**config.mk**
```make
export PLATFORM = sky130hd
export DESIGN_NAME = fifo_burst_scheduler
export DESIGN_NICKNAME = d
export VERILOG_FILES = /design/src/rtl/fifo_burst_scheduler.sv
export SDC_FILE = /design/constraint.sdc
export NUM_CORES = 1
export LEC_CHECK = 0
export ABC_CLOCK_PERIOD_IN_PS = 6050
export BUFFER_PORTS_ARGS = -buffer_cell sky130_fd_sc_hd__buf_4
export CAP_MARGIN = 0
export CORE_MARGIN = 2
export CORE_UTILIZATION = 50
export CTS_CLUSTER_SIZE = 14
export DETAILED_ROUTE_END_ITERATION = 10
export PLACE_DENSITY_LB_ADDON = 0.1
export REMOVE_ABC_BUFFERS = 1
export SYNTH_ARGS = -nofsm -noshare
export SYNTH_HDL_FRONTEND = slang
export SYNTH_SLANG_ARGS = --single-unit
```
**constraint.sdc**
```tcl
create_clock -name clk_i -period 6.05 [get_ports clk_i]
set_input_delay 0.3025 -clock clk_i [delete_from_list [all_inputs] [get_ports clk_i]]
set_output_delay 0.3025 -clock clk_i [all_outputs]
set_load 0.05 [all_outputs]
```
**src/rtl/fifo_burst_scheduler.sv**
```systemverilog
// rtl/fifo_burst_scheduler.sv - round-robin SDRAM write-burst scheduler draining two pixel FIFOs
module fifo_burst_scheduler #(
  parameter int unsigned        PTR_WD      = 10,
  parameter int unsigned        DATA_WD     = 16,
  parameter int unsigned        ADDR_WD     = 22,
  parameter int unsigned        BURST_LEN   = 256,
  parameter logic [ADDR_WD-1:0] BASE_A      = 22'h000000,
  parameter logic [ADDR_WD-1:0] BASE_B      = 22'h200000,
  parameter int unsigned        FRAME_WORDS = 307200
) (
  input  logic               clk_i,
  input  logic               rst_ni,
  input  logic [PTR_WD-1:0]  a_cnt_i,
  input  logic               a_full_i,
  input  logic               a_empty_i,
  output logic               a_rd_en_o,
  input  logic [DATA_WD-1:0] a_data_i,
  input  logic [PTR_WD-1:0]  b_cnt_i,
  input  logic               b_full_i,
  input  logic               b_empty_i,
  output logic               b_rd_en_o,
  input  logic [DATA_WD-1:0] b_data_i,
  input  logic               frame_start_i,
  input  logic               flush_i,
  output logic               cmd_valid_o,
  input  logic               cmd_ready_i,
  output logic [ADDR_WD-1:0] cmd_addr_o,
  output logic [PTR_WD:0]    cmd_len_o,
  output logic               cmd_ch_o,
  output logic               wr_valid_o,
  input  logic               wr_ready_i,
  output logic [DATA_WD-1:0] wr_data_o,
  output logic               busy_o
);

  localparam int unsigned   LW    = PTR_WD + 1;
  localparam int unsigned   DEPTH = 1 << PTR_WD;
  localparam logic [LW-1:0] BURST = LW'(BURST_LEN);

  typedef enum logic [1:0] {S_IDLE, S_CMD, S_XFER, S_DONE} state_t;

  state_t             state_q, state_d;
  logic [LW-1:0]      lvl_a, lvl_b, grant_lvl, grant_len;
  logic               elig_a, elig_b, grant_any, grant_ch;
  logic               flush_a_q, flush_b_q, rr_q, fs_pend_q;
  logic [ADDR_WD-1:0] addr_a_q, addr_b_q, cmd_addr_q;
  logic [LW-1:0]      len_q, req_cnt_q, xfer_cnt_q;
  logic               ch_q, inflight_q, in_xfer, rd_go, push, pop, last_word;
  logic [DATA_WD-1:0] skid_mem_q [2];
  logic               skid_wr_q, skid_rd_q;
  logic [1:0]         skid_cnt_q, occ;
  logic [DATA_WD-1:0] data_sel;

  // Advance a channel address by len words, folding back into the frame window.
  function automatic logic [ADDR_WD-1:0] next_addr(input logic [ADDR_WD-1:0] addr,
                                                   input logic [ADDR_WD-1:0] base,
                                                   input logic [LW-1:0]      len);
    logic [31:0] off;
    off = 32'(addr) - 32'(base) + 32'(len);
    if (off >= FRAME_WORDS) off = off - FRAME_WORDS;
    return ADDR_WD'(32'(base) + off);
  endfunction

  // Effective fill level and eligibility; full with count 0 means a completely full FIFO.
  assign lvl_a  = a_full_i ? LW'(DEPTH) : {1'b0, a_cnt_i};
  assign lvl_b  = b_full_i ? LW'(DEPTH) : {1'b0, b_cnt_i};
  assign elig_a = (lvl_a >= BURST) || (flush_a_q && !a_empty_i);
  assign elig_b = (lvl_b >= BURST) || (flush_b_q && !b_empty_i);

  // Round-robin choice: rr_q names the preferred channel when both are eligible.
  assign grant_any = elig_a | elig_b;
  assign grant_ch  = (elig_a && elig_b) ? rr_q : elig_b;
  assign grant_lvl = grant_ch ? lvl_b : lvl_a;
  assign grant_len = (grant_lvl < BURST) ? grant_lvl : BURST;

  // Read pacing: never more than two words between FIFO and skid buffer, never past len.
  assign occ       = skid_cnt_q + {1'b0, inflight_q};
  assign rd_go     = in_xfer && (req_cnt_q < len_q) && (occ < 2'd2);
  assign a_rd_en_o = rd_go & ~ch_q;
  assign b_rd_en_o = rd_go & ch_q;

  assign data_sel   = ch_q ? b_data_i : a_data_i;
  assign push       = inflight_q;
  assign wr_valid_o = in_xfer && (skid_cnt_q != 2'd0);
  assign wr_data_o  = skid_mem_q[skid_rd_q];
  assign pop        = wr_valid_o & wr_ready_i;
  assign last_word  = pop && (xfer_cnt_q == len_q - LW'(1));

  assign cmd_addr_o = cmd_addr_q;
  assign cmd_len_o  = len_q;
  assign cmd_ch_o   = ch_q;

  // State register.
  always_ff @(posedge clk_i or negedge rst_ni) begin
    if (!rst_ni) state_q <= S_IDLE;
    else         state_q <= state_d;
  end

  // Next-state logic.
  always_comb begin
    state_d = state_q;
    case (state_q)
      S_IDLE:  if (grant_any) state_d = S_CMD;
      S_CMD:   if (cmd_ready_i) state_d = S_XFER;
      S_XFER:  if (last_word) state_d = S_DONE;
      default: state_d = S_IDLE;
    endcase
  end

  // State-decoded outputs.
  always_comb begin
    cmd_valid_o = 1'b0;
    busy_o      = 1'b1;
    in_xfer     = 1'b0;
    case (state_q)
      S_IDLE:  busy_o = 1'b0;
      S_CMD:   cmd_valid_o = 1'b1;
      S_XFER:  in_xfer = 1'b1;
      default: ;
    endcase
  end

  // Arbitration bookkeeping: flush flags, frame restarts, command latch, address advance.
  always_ff @(posedge clk_i or negedge rst_ni) begin
    if (!rst_ni) begin
      flush_a_q  <= 1'b0;
      flush_b_q  <= 1'b0;
      rr_q       <= 1'b0;
      fs_pend_q  <= 1'b0;
      addr_a_q   <= BASE_A;
      addr_b_q   <= BASE_B;
      cmd_addr_q <= '0;
      len_q      <= '0;
      ch_q       <= 1'b0;
    end else begin
      if (flush_i) begin
        flush_a_q <= 1'b1;
        flush_b_q <= 1'b1;
      end else if (state_q == S_IDLE) begin
        if (a_empty_i) flush_a_q <= 1'b0;
        if (b_empty_i) flush_b_q <= 1'b0;
        if (grant_any && (grant_lvl < BURST)) begin
          if (grant_ch) flush_b_q <= 1'b0;
          else          flush_a_q <= 1'b0;
        end
      end
      case (state_q)
        S_IDLE: begin
          fs_pend_q <= 1'b0;
          if (frame_start_i) begin
            addr_a_q <= BASE_A;
            addr_b_q <= BASE_B;
          end
          if (grant_any) begin
            ch_q  <= grant_ch;
            len_q <= grant_len;
            if (frame_start_i) cmd_addr_q <= grant_ch ? BASE_B : BASE_A;
            else               cmd_addr_q <= grant_ch ? addr_b_q : addr_a_q;
          end
        end
        S_DONE: begin
          fs_pend_q <= 1'b0;
          rr_q      <= ~ch_q;
          if (fs_pend_q || frame_start_i) begin
            addr_a_q <= BASE_A;
            addr_b_q <= BASE_B;
          end else if (ch_q) begin
            addr_b_q <= next_addr(addr_b_q, BASE_B, len_q);
          end else begin
            addr_a_q <= next_addr(addr_a_q, BASE_A, len_q);
          end
        end
        default: if (frame_start_i) fs_pend_q <= 1'b1;
      endcase
    end
  end

  // Burst datapath: read counter, one-cycle read latency tracking and 2-entry skid FIFO.
  always_ff @(posedge clk_i or negedge rst_ni) begin
    if (!rst_ni) begin
      req_cnt_q     <= '0;
      xfer_cnt_q    <= '0;
      inflight_q    <= 1'b0;
      skid_wr_q     <= 1'b0;
      skid_rd_q     <= 1'b0;
      skid_cnt_q    <= 2'd0;
      skid_mem_q[0] <= '0;
      skid_mem_q[1] <= '0;
    end else if (!in_xfer) begin
      req_cnt_q  <= '0;
      xfer_cnt_q <= '0;
      inflight_q <= 1'b0;
      skid_wr_q  <= 1'b0;
      skid_rd_q  <= 1'b0;
      skid_cnt_q <= 2'd0;
    end else begin
      inflight_q <= rd_go;
      if (rd_go) req_cnt_q <= req_cnt_q + LW'(1);
      if (push) begin
        skid_mem_q[skid_wr_q] <= data_sel;
        skid_wr_q             <= ~skid_wr_q;
      end
      if (pop) begin
        skid_rd_q  <= ~skid_rd_q;
        xfer_cnt_q <= xfer_cnt_q + LW'(1);
      end
      case ({push, pop})
        2'b10:   skid_cnt_q <= skid_cnt_q + 2'd1;
        2'b01:   skid_cnt_q <= skid_cnt_q - 2'd1;
        default: skid_cnt_q <= skid_cnt_q;
      endcase
    end
  end

endmodule

```
==> results.sh, run 1 <==
export IMPL_drive_gt1_share_pct=17.8
export IMPL_final_common_cell="nand2_1"
export IMPL_die_height_um=142
export IMPL_syn_area_per_cell_um2=8.82
export IMPL_cts_max_path_buffers=2
export IMPL_syn_area_um2=9570
export IMPL_status="finished, final reports clean"
export IMPL_synth_top_area_share_pct=37.1
export IMPL_wirelength_um=26000
export IMPL_fin_crit_sh_pct=80.9
export IMPL_layout_min_cycle_time_ns=4.89
export IMPL_power_switching_mw=2.00
export IMPL_grt_ovfl_total=0
export IMPL_vias=8314
export IMPL_final_antenna_net_count=0
export IMPL_leakagePower_nw=5.16
export IMPL_p_clk_share_pct=23.4
export IMPL_cts_htree_levels=4
export IMPL_yosysTopAreaCell="dfrtp_1"
export IMPL_synthTopCellsByArea="dfrtp_1, o21ai_0, nand2_1, ha_1, mux2i_1"
export IMPL_portBuffers=116
export IMPL_register_area_um2=3580
export IMPL_setup_viol=0
export IMPL_final_cell_mix="nand2_1, dfrtp_1, buf_4"
export IMPL_layout_cells_non_filler=1422
export IMPL_core_area_um2=18800
export IMPL_crit_fanout=8
export IMPL_crit_arrival_ns=5.24
export IMPL_synth_edf_count=0
export IMPL_clock_skew_ns=0.0100
export IMPL_hp_class="in2reg"
export IMPL_slew_headroom_pct=28.3
export IMPL_synth_async_sr_flop_share_pct=100
export IMPL_grt_pass1_wl_um=41700
export IMPL_rsz0062_at_grt="no"
export IMPL_layout_nets=1280
export IMPL_p_int_mw=2.39
export IMPL_drt_iter0_drc=586
export IMPL_p_comb_share_pct=46.5
export IMPL_power_density_nw_per_um2=392
export IMPL_max_freq_ghz=0.204
export IMPL_grt_pass1_vias=7879
export IMPL_drt_pass1_iterations=5
export IMPL_ys_warn_count=0
export IMPL_yosys_most_used_dff="dfrtp_1"
export IMPL_ys_types=91
export IMPL_seqPwrFrac_pct=30.1
export IMPL_area_delta_synth_final_pct=16.7
export IMPL_fp_row_count=50
export IMPL_vdd_drop_max_uv=230
export IMPL_ios=117
export IMPL_grt_use_total_pct=26.2
export IMPL_die_x_um=142
export IMPL_via_per_inst=5.85
export IMPL_finalHoldViolCount=0
export IMPL_finalMaxSlewViolations=0
export IMPL_cp_required_ns=6.40
export IMPL_fillers=1691
export IMPL_cp_end_kind="flop"
export IMPL_antenna_found_initial=0
export IMPL_diodes=0
export IMPL_cts_tree="built"
export IMPL_cts_buffers_inserted=17
export IMPL_max_cap_viol_count=0
export IMPL_grt_start_max_net_pins=89
export IMPL_gp_congestion=0.906
export IMPL_path_cells="ha_1, fa_1, a21oi_1, o221a_2, o221ai_1, a31oi_1, ha_1, or4b_2, a2111oi_0, nand4b_1, nor4_2, a31oi_4, nand2_4, mux2_4, o31a_1, a21oi_1"
export IMPL_ys_ff_latch=143
export IMPL_critPathMaxStageDelay_ns=0.60
export IMPL_synthCells=1085
export IMPL_start_util_pct=51.0
export IMPL_clock_sinks=143
export IMPL_dp_hpwl_um=18700
export IMPL_crit_slowest_cell="or4b_2"
export IMPL_place_inst=1389
export IMPL_clk_pin_slew_ns=0.07
export IMPL_start_kind="flop"
export IMPL_hold_slack_ns=0.0744
export IMPL_critical_path_class="reg2reg"
export IMPL_multiInputGateArea_um2=5650
export IMPL_setup_tns_ns=0
export IMPL_worst_pin_slew_ns=1.07
export IMPL_sw_frac_of_total_pct=45.5
export IMPL_dieArea_um2=20300
export IMPL_yosysSeqAreaShare_pct=37.4
export IMPL_drc=0
export IMPL_p_total_mw=4.39
export IMPL_routedWlPerCell_um=18.3
export IMPL_clock_latency_ns=0.43
export IMPL_cts_root_buf="clkbuf_16"
power by group through the flow:
| stage | registers (mW) | logic, mW | clock network (mW) |
|---|---|---|---|
| detailed placement | 1.33 | 2.04 | 0 |
| finish | 1.32 | 2.04 | 1.03 |
| global placement | 1.33 | 2.03 | 0 |
| CTS | 1.32 | 2.05 | 1.04 |
| global route | 1.35 | 2.22 | 1.08 |
| floorplan | 1.42 | 1.30 | 0 |
cells in the mapped netlist (all sizes together), types with 9 or more instances:
cell	instances
a211oi	10
a21o	20
a21oi	53
a22o	12
a31oi	15
and2	12
and3	18
clkbuf	46
dfrtp	142
ha	41
inv	37
mux2	19
mux2i	44
nand2	147
nand3	29
nand4	12
nor2	71
nor3	22
nor3b	9
o211ai	9
o21ai	119
o22ai	10
o31ai	12
or3	9
xnor2	32
xor2	28
routing by layer:
| layer | vias up | GRT usage, % | part of all wire, % |
|---|---|---|---|
| met1 | 4016 | 35.1 | 45 |
| met4 | 0 | 7.61 | 1.9 |
| met2 | 176 | 43.7 | 48 |
| met3 | 24 | 4.37 | 4.4 |
| met5 | - | 0 | 0 |
| li1 | 4098 | - | - |
final timing paths:
path,cells after the start,slack [ns],to,start
worst min-delay path,2,0.07,skid_cnt_q[1]$_DFFE_PN0P_,wr_ready_i
min in group asynchronous,2,0.48,req_cnt_q[3]$_DFFE_PN0P_,rst_ni
worst max-delay path,16,1.16,addr_a_q[15]$_DFFE_PN0P_,cmd_len_o[0]$_DFFE_PN0P_
max in group asynchronous,3,4.32,addr_a_q[15]$_DFFE_PN0P_,rst_ni
worst min register to register,2,0.48,skid_mem_q[3]$_DFFE_PN0P_,skid_mem_q[3]$_DFFE_PN0P_
worst max register to register,16,1.16,addr_a_q[15]$_DFFE_PN0P_,cmd_len_o[0]$_DFFE_PN0P_
sequential cells by signal, indices dropped and copies added, names as in the netlist, 2 cells and up:
name / flops
req_cnt_q: 11
cmd_addr_o: 22
cmd_len_o: 11
xfer_cnt_q: 11
addr_b_q: 22
addr_a_q: 22
skid_mem_q: 32
skid_cnt_q: 2
state_q: 2
per-stage QoR:
step,worst slack (ns),cell area [um^2],util (%)
3_5_place_dp,1.20,10600,56.5
4_1_cts,1.16,11200,59.6
3_3_place_gp,1.31,10600,56.5
5_1_grt,0.736,11200,59.6
2_1_floorplan,1.42,9360,-
6_report,1.16,11200,59.6
layout make-up:
cell class | instances | share of cell area, %
clock buffers | 17 | 3.81
multi-input cells | 850 | 50.5
repair buffers | 125 | 8.45
flip-flops and latches | 143 | 32.0
well taps | 234 | 2.62
clock inverters | 15 | 1.29
inverters | 38 | 1.28
worst max-delay path: cells and delay by family, from the launching register on:
family	cells	cell delay [ns]
adders and majority gates	3	0.98
and+or+nand+nor	4	1.19
DFF	1	0.50
muxes	1	0.31
AOI/OAI and AO/OA	8	1.82
kinds of logic (layout without fill, tap and decap cells):
| kind of cell | count (synthesis) | after routing | share of synthesized area, % |
|---|---|---|---|
| AND/OR/NAND/NOR | 363 | 363 | 18.2 |
| buffers and inverters | 92 | 195 | 3.70 |
| adder cells (fa/ha/maj) | 43 | 43 | 5.78 |
| AO/OA/AOI/OAI | 321 | 321 | 22.6 |
| flip-flops | 143 | 143 | 37.4 |
| XOR/XNOR | 60 | 60 | 5.49 |
| multiplexers | 63 | 63 | 6.87 |
repair_timing:
item / CTS / global route
buffers inserted: 0 / 0
hold buffers: 1 / 0
gates resized for setup: 0 / 0
hold endpoints to repair: 54 / 0
Note: power is estimated with default switching activity, not from simulation.
==> inputs of run 2 (changes only) <==
--- a/config.mk
+++ b/config.mk
@@ -5,7 +5,7 @@
 export SDC_FILE = /design/constraint.sdc
 export NUM_CORES = 1
 export LEC_CHECK = 0
-export ABC_CLOCK_PERIOD_IN_PS = 6050
+export ABC_CLOCK_PERIOD_IN_PS = 4100
 export BUFFER_PORTS_ARGS = -buffer_cell sky130_fd_sc_hd__buf_4
 export CAP_MARGIN = 0
 export CORE_MARGIN = 2
==> constraint.sdc (replaced) <==
create_clock -name clk_i -period 4.1 [get_ports clk_i]
set_input_delay 0.205 -clock clk_i [delete_from_list [all_inputs] [get_ports clk_i]]
set_output_delay 0.205 -clock clk_i [all_outputs]
set_load 0.05 [all_outputs]
==> run 2 against run 1 <==
Sequential cell count unchanged. Hold slack gained 0.0097 ns. Sequential power grew 43%. Routed wire length rose by 4.4%. Critical path depth up 1. Combinational power increased by 59%. Register-to-register slack got worse by 1.1 ns. Die area did not move. Critical path type unchanged. Highest routed layer unchanged.
==> results.sh, run 2 (synthesized netlist as in run 1, its figures left out) <==
export IMPL_status="finished, final reports clean"
export IMPL_via_per_inst=5.82
export IMPL_layout_nets=1350
export IMPL_power_density_nw_per_um2=561
export IMPL_crit_fanout=4
export IMPL_setup_tns_ns=0
export IMPL_fin_crit_sh_pct=98.3
export IMPL_routedWlPerCell_um=18.2
export IMPL_final_cell_mix="buf_4, nand2_1, dfrtp_1"
export IMPL_finalMaxSlewViolations=0
export IMPL_leakagePower_nw=5.51
export IMPL_ios=117
export IMPL_place_inst=1452
export IMPL_start_kind="flop"
export IMPL_post_place_ws_ns=-0.298
export IMPL_cts_tree="built"
export IMPL_slew_headroom_pct=30.8
export IMPL_final_common_cell="buf_4"
export IMPL_antenna_found_initial=1
export IMPL_dp_hpwl_um=19300
export IMPL_critical_path_class="reg2reg"
export IMPL_area_delta_synth_final_pct=24.1
export IMPL_largest_register_ffs=32
export IMPL_max_freq_ghz=0.248
export IMPL_core_area_um2=18800
export IMPL_final_antenna_net_count=0
export IMPL_grt_pass1_wl_um=43900
export IMPL_worst_pin_slew_ns=1.04
export IMPL_hold_slack_ns=0.0841
export IMPL_max_cap_viol_count=0
export IMPL_dieArea_um2=20300
export IMPL_fillers=1625
export IMPL_hp_class="in2reg"
export IMPL_wirelength_um=27100
export IMPL_vias=8688
export IMPL_clk_pin_slew_ns=0.07
export IMPL_drc=0
export IMPL_portBuffers=116
export IMPL_cp_required_ns=4.44
export IMPL_grt_start_max_net_pins=76
export IMPL_cts_buffers_inserted=17
export IMPL_setup_viol=0
export IMPL_grt_pass1_vias=8427
export IMPL_clock_skew_ns=0.00843
export IMPL_die_height_um=142
export IMPL_cts_max_path_buffers=2
export IMPL_grt_use_total_pct=27.5
export IMPL_clock_latency_ns=0.42
export IMPL_start_util_pct=51.0
export IMPL_finalHoldViolCount=0
export IMPL_cts_htree_levels=4
export IMPL_cp_end_kind="flop"
export IMPL_rsz0062_at_grt="yes"
export IMPL_drt_pass1_iterations=5
export IMPL_fp_row_count=50
export IMPL_cts_root_buf="clkbuf_16"
export IMPL_p_total_mw=6.66
export IMPL_setup_ws_ns=0.0685
export IMPL_layout_min_cycle_time_ns=4.03
export IMPL_drive_gt1_share_pct=24.1
export IMPL_clock_sinks=143
export IMPL_layout_cells_non_filler=1493
export IMPL_regMostFlops="skid_mem_q"
export IMPL_grt_ovfl_total=0
export IMPL_drt_iter0_drc=491
export IMPL_crit_arrival_ns=4.37
export IMPL_gp_congestion=0.891
export IMPL_die_x_um=142
export IMPL_vdd_drop_max_uv=398
[run 2: power breakdown]
group / switching (mW) / total, mW / internal (mW)
registers: 0.209 / 1.89 / 1.68
logic: 2.08 / 3.24 / 1.16
clock network: 0.677 / 1.53 / 0.853
[run 2: final cells by class]
cell class | instances | area (um^2) | area share (%)
flip-flops and latches | 143 | 3580 | 30.1
multi-input cells | 850 | 5810 | 48.9
repair buffers | 195 | 1480 | 12.4
well taps | 234 | 293 | 2.46
clock inverters | 15 | 148 | 1.24
clock buffers | 17 | 425 | 3.58
inverters | 38 | 143 | 1.20
diodes | 1 | 2.50 | 0.0211
[run 2: layer usage]
layer / global-route usage, % / vias to the layer above / wire length (um)
met5: 0 / - / 0
met4: 10.8 / 0 / 867
met3: 4.61 / 60 / 1320
met2: 44.6 / 228 / 12900
met1: 37.0 / 4161 / 12000
li1: - / 4239 / -
[run 2: critical path: stages (launching register included)]
cell       delay (ns)
dfrtp_1          0.41
ha_4             0.18
fa_2             0.37
a21oi_4          0.19
o221a_4          0.21
o221ai_2         0.10
a31oi_1          0.21
ha_2             0.21
or4b_4           0.48
a2111oi_4        0.19
nand4b_1         0.16
nor4_2           0.19
buf_4            0.17
a31oi_4          0.12
nand2_4          0.11
mux2_4           0.30
o31a_1           0.23
a21oi_1          0.12
[run 2: timing repair]
action	4_1_cts	5_1_grt
hold endpoints to repair	75	0
gates resized for setup	11	20
buffers inserted	3	2
hold buffers	3	0
pin swaps	14	16
setup endpoints to repair	10	15
[run 2: worst paths after layout]
path	startpoint	to	slack (ns)	cells past startpoint
worst max-delay path	cmd_len_o[0]$_DFFE_PN0P_	addr_a_q[15]$_DFFE_PN0P_	0.07	17
worst min-delay path	a_data_i[13]	skid_mem_q[29]$_DFFE_PN0P_	0.08	3
worst max register to register	cmd_len_o[0]$_DFFE_PN0P_	addr_a_q[15]$_DFFE_PN0P_	0.07	17
worst min register to register	skid_mem_q[2]$_DFFE_PN0P_	skid_mem_q[2]$_DFFE_PN0P_	0.48	2
max in group asynchronous	rst_ni	cmd_addr_o[11]$_DFFE_PN0P_	2.72	3
min in group asynchronous	rst_ni	xfer_cnt_q[3]$_DFFE_PN0P_	0.37	2
[run 2: per-stage QoR]
step / utilization (%) / cell area, um^2
finish: 63.3 / 11900
global route: 63.3 / 11900
CTS: 62.6 / 11800
detailed placement: 59.0 / 11100
global placement: 59.0 / 11100
floorplan: - / 9360
==> inputs of run 3 (changes only) <==
--- a/config.mk
+++ b/config.mk
@@ -12,6 +12,7 @@
 export CORE_UTILIZATION = 50
 export CTS_CLUSTER_SIZE = 14
 export DETAILED_ROUTE_END_ITERATION = 10
+export GPL_TIMING_DRIVEN = 0
 export PLACE_DENSITY_LB_ADDON = 0.1
 export REMOVE_ABC_BUFFERS = 1
 export SYNTH_ARGS = -nofsm -noshare
==> run 3 against run 2 <==
The flow now finishes with violations (setup timing). Via count decreased by 0.33%. Non-clock buffer count down 21. Routed wire length shrank 2.3%. Register-to-register slack worse by 0.18 ns. Clock-buffer cell count did not move. Power is 1.9% higher. Sequential share of layout area is 0.37 points lower. Hold slack lost 0.018 ns. Critical path depth is 1 lower. Die area did not move. Critical path type unchanged. Largest cell class unchanged.
==> results.sh, run 3 (synthesized netlist as in run 1, its figures left out) <==
export IMPL_dp_hpwl_um=17500
export IMPL_start_kind="flop"
export IMPL_drc=0
export IMPL_crit_slowest_cell="or4b_4"
export IMPL_post_route_util_pct=64.3
export IMPL_clock_latency_ns=0.43
export IMPL_final_common_cell="buf_4"
export IMPL_cp_required_ns=4.46
export IMPL_antenna_found_initial=0
export IMPL_post_place_ws_ns=-1.41
export IMPL_final_antenna_net_count=0
export IMPL_seqPwrFrac_pct=29.5
export IMPL_crit_buf_inv=0
export IMPL_power_density_nw_per_um2=562
export IMPL_wl_met1_um=12100
export IMPL_leakagePower_nw=5.44
export IMPL_portBuffers=116
export IMPL_layout_cells_non_filler=1471
export IMPL_cts_tree="built"
export IMPL_routedWlPerCell_um=18.0
export IMPL_critical_path_class="reg2reg"
export IMPL_crit_start="cmd_len_o[0]$_DFFE_PN0P_"
export IMPL_status="complete, but fails checks"
export IMPL_fin_crit_sh_pct=103
export IMPL_die_height_um=142
export IMPL_drive_gt1_share_pct=25.3
export IMPL_layout_min_cycle_time_ns=4.21
export IMPL_cts_max_path_buffers=2
export IMPL_die_x_um=142
export IMPL_cp_end_kind="flop"
export IMPL_ios=117
export IMPL_area_delta_synth_final_pct=26.1
export IMPL_clock_sinks=143
export IMPL_wirelength_um=26500
export IMPL_start_util_pct=51.0
export IMPL_crit_arrival_ns=4.56
export IMPL_worst_pin_slew_ns=1.15
export IMPL_grt_ovfl_total=0
export IMPL_worstHoldStart="b_cnt_i[0]"
export IMPL_fillers=1589
export IMPL_clk_pin_slew_ns=0.07
export IMPL_fin_area_um2=12100
export IMPL_hold_slack_ns=0.0665
export IMPL_cts_buffers_inserted=17
export IMPL_crit_fanout=3
export IMPL_grt_start_max_net_pins=73
export IMPL_grt_pass1_vias=7978
export IMPL_dpl_cell_area_um2=10600
export IMPL_slew_headroom_pct=23.1
export IMPL_violations="setup timing"
export IMPL_vias=8659
export IMPL_finalMaxSlewViolations=0
export IMPL_p_comb_share_pct=46.8
export IMPL_reg2reg_slack_ns=-0.11
export IMPL_core_area_um2=18800
export IMPL_p_int_mw=3.80
export IMPL_path_cells="ha_4, fa_2, a21oi_4, o221a_4, o221ai_4, a31oi_1, ha_2, or4b_4, a2111oi_4, nand4b_1, nor4_4, a31oi_4, nand2_4, mux2_4, o31a_1, a21oi_1"
export IMPL_sw_frac_of_total_pct=44.0
export IMPL_multiInputGateArea_um2=6060
export IMPL_rsz0062_at_grt="yes"
export IMPL_layout_nets=1329
export IMPL_diodes=0
export IMPL_setup_tns_ns=-0.173
export IMPL_fp_row_count=50
export IMPL_setup_viol=3
export IMPL_grt_use_total_pct=26.4
export IMPL_via_per_inst=5.89
export IMPL_gp_congestion=0.905
export IMPL_cts_htree_levels=4
export IMPL_vdd_drop_max_uv=353
export IMPL_critPathMaxStageDelay_ns=0.50
export IMPL_grt_pass1_wl_um=42100
export IMPL_top_layer="met4"
export IMPL_register_area_um2=3590
export IMPL_final_cell_mix="buf_4, nand2_1, dfrtp_1"
export IMPL_drt_iter0_drc=610
export IMPL_max_freq_ghz=0.238
export IMPL_drt_pass1_iterations=5
export IMPL_place_inst=1385
export IMPL_largest_register_ffs=32
export IMPL_regMostFlops="skid_mem_q"
export IMPL_dieArea_um2=20300
export IMPL_clock_skew_ns=0.00767
export IMPL_p_clk_share_pct=23.7
export IMPL_path_delay_family="compound AO/OA/AOI/OAI gates"
export IMPL_wl_met3_um=1320
export IMPL_r2r_start="cmd_len_o[0]$_DFFE_PN0P_"
export IMPL_p_total_mw=6.78
export IMPL_finalHoldViolCount=0
export IMPL_power_switching_mw=2.99
export IMPL_met2_length_um=12700
export IMPL_setup_ws_ns=-0.107
export IMPL_cts_root_buf="clkbuf_16"
export IMPL_hp_class="in2reg"
export IMPL_max_cap_viol_count=0
[run 3: cell count changes in the layout (fill, tap and decap cells not counted), moves of 5 or more]
cell | before | now
buf_4 | 191 | 163
dfrtp_1 | 142 | 131
dfrtp_2 | 0 | 11
ha_1 | 32 | 27
ha_4 | 4 | 10
[run 3: layout make-up]
| cell class | count | share of cell area (%) |
|---|---|---|
| inverter | 38 | 1.19 |
| timing repair buffer | 174 | 11.5 |
| sequential | 143 | 29.8 |
| multi-input combinational | 850 | 50.2 |
| clock inverter | 15 | 1.42 |
| tap | 234 | 2.43 |
| clock buffer | 17 | 3.52 |
[run 3: timing repair]
action / CTS / global route
setup endpoints to repair: 25 / 24
hold buffers: 3 / 0
endpoints found under the hold margin: 74 / 0
setup buffers: 22 / 29
resized for setup: 56 / 30
pin swaps: 22 / 23
[run 3: power groups by stage]
| stage | logic, mW | clock network [mW] | registers [mW] |
|---|---|---|---|
| floorplan | 1.92 | 0 | 2.10 |
| global placement | 2.83 | 0 | 2.04 |
| detailed placement | 2.91 | 0 | 2.04 |
| CTS | 3.04 | 1.62 | 2.02 |
| global route | 3.44 | 1.69 | 2.04 |
| finish | 3.18 | 1.61 | 2.00 |
[run 3: worst reg2reg max path: cells and delay by family (launching register included)]
family,cells,cell delay [ns]
muxes,1,0.31
and+or+nand+nor,4,1.12
DFF,1,0.44
AOI/OAI and AO/OA,8,1.45
adders and majority gates,3,0.81
[run 3: metal layers]
| metal | global-route usage, % | up-vias |
|---|---|---|
| met3 | 5.32 | 38 |
| met5 | 0 | - |
| li1 | - | 4200 |
| met2 | 43.5 | 215 |
| met4 | 7.03 | 0 |
| met1 | 35.7 | 4206 |
[run 3: path summary, 6_finish.rpt]
kind / cells past startpoint / endpoint
worst max-delay path: 16 / addr_a_q[15]$_DFFE_PN0P_
worst min-delay path: 3 / cmd_len_o[0]$_DFFE_PN0P_
worst max register to register: 16 / addr_a_q[15]$_DFFE_PN0P_
worst min register to register: 2 / skid_mem_q[25]$_DFFE_PN0P_
max in group asynchronous: 3 / addr_b_q[21]$_DFFE_PN1P_
min in group asynchronous: 2 / cmd_len_o[2]$_DFFE_PN0P_
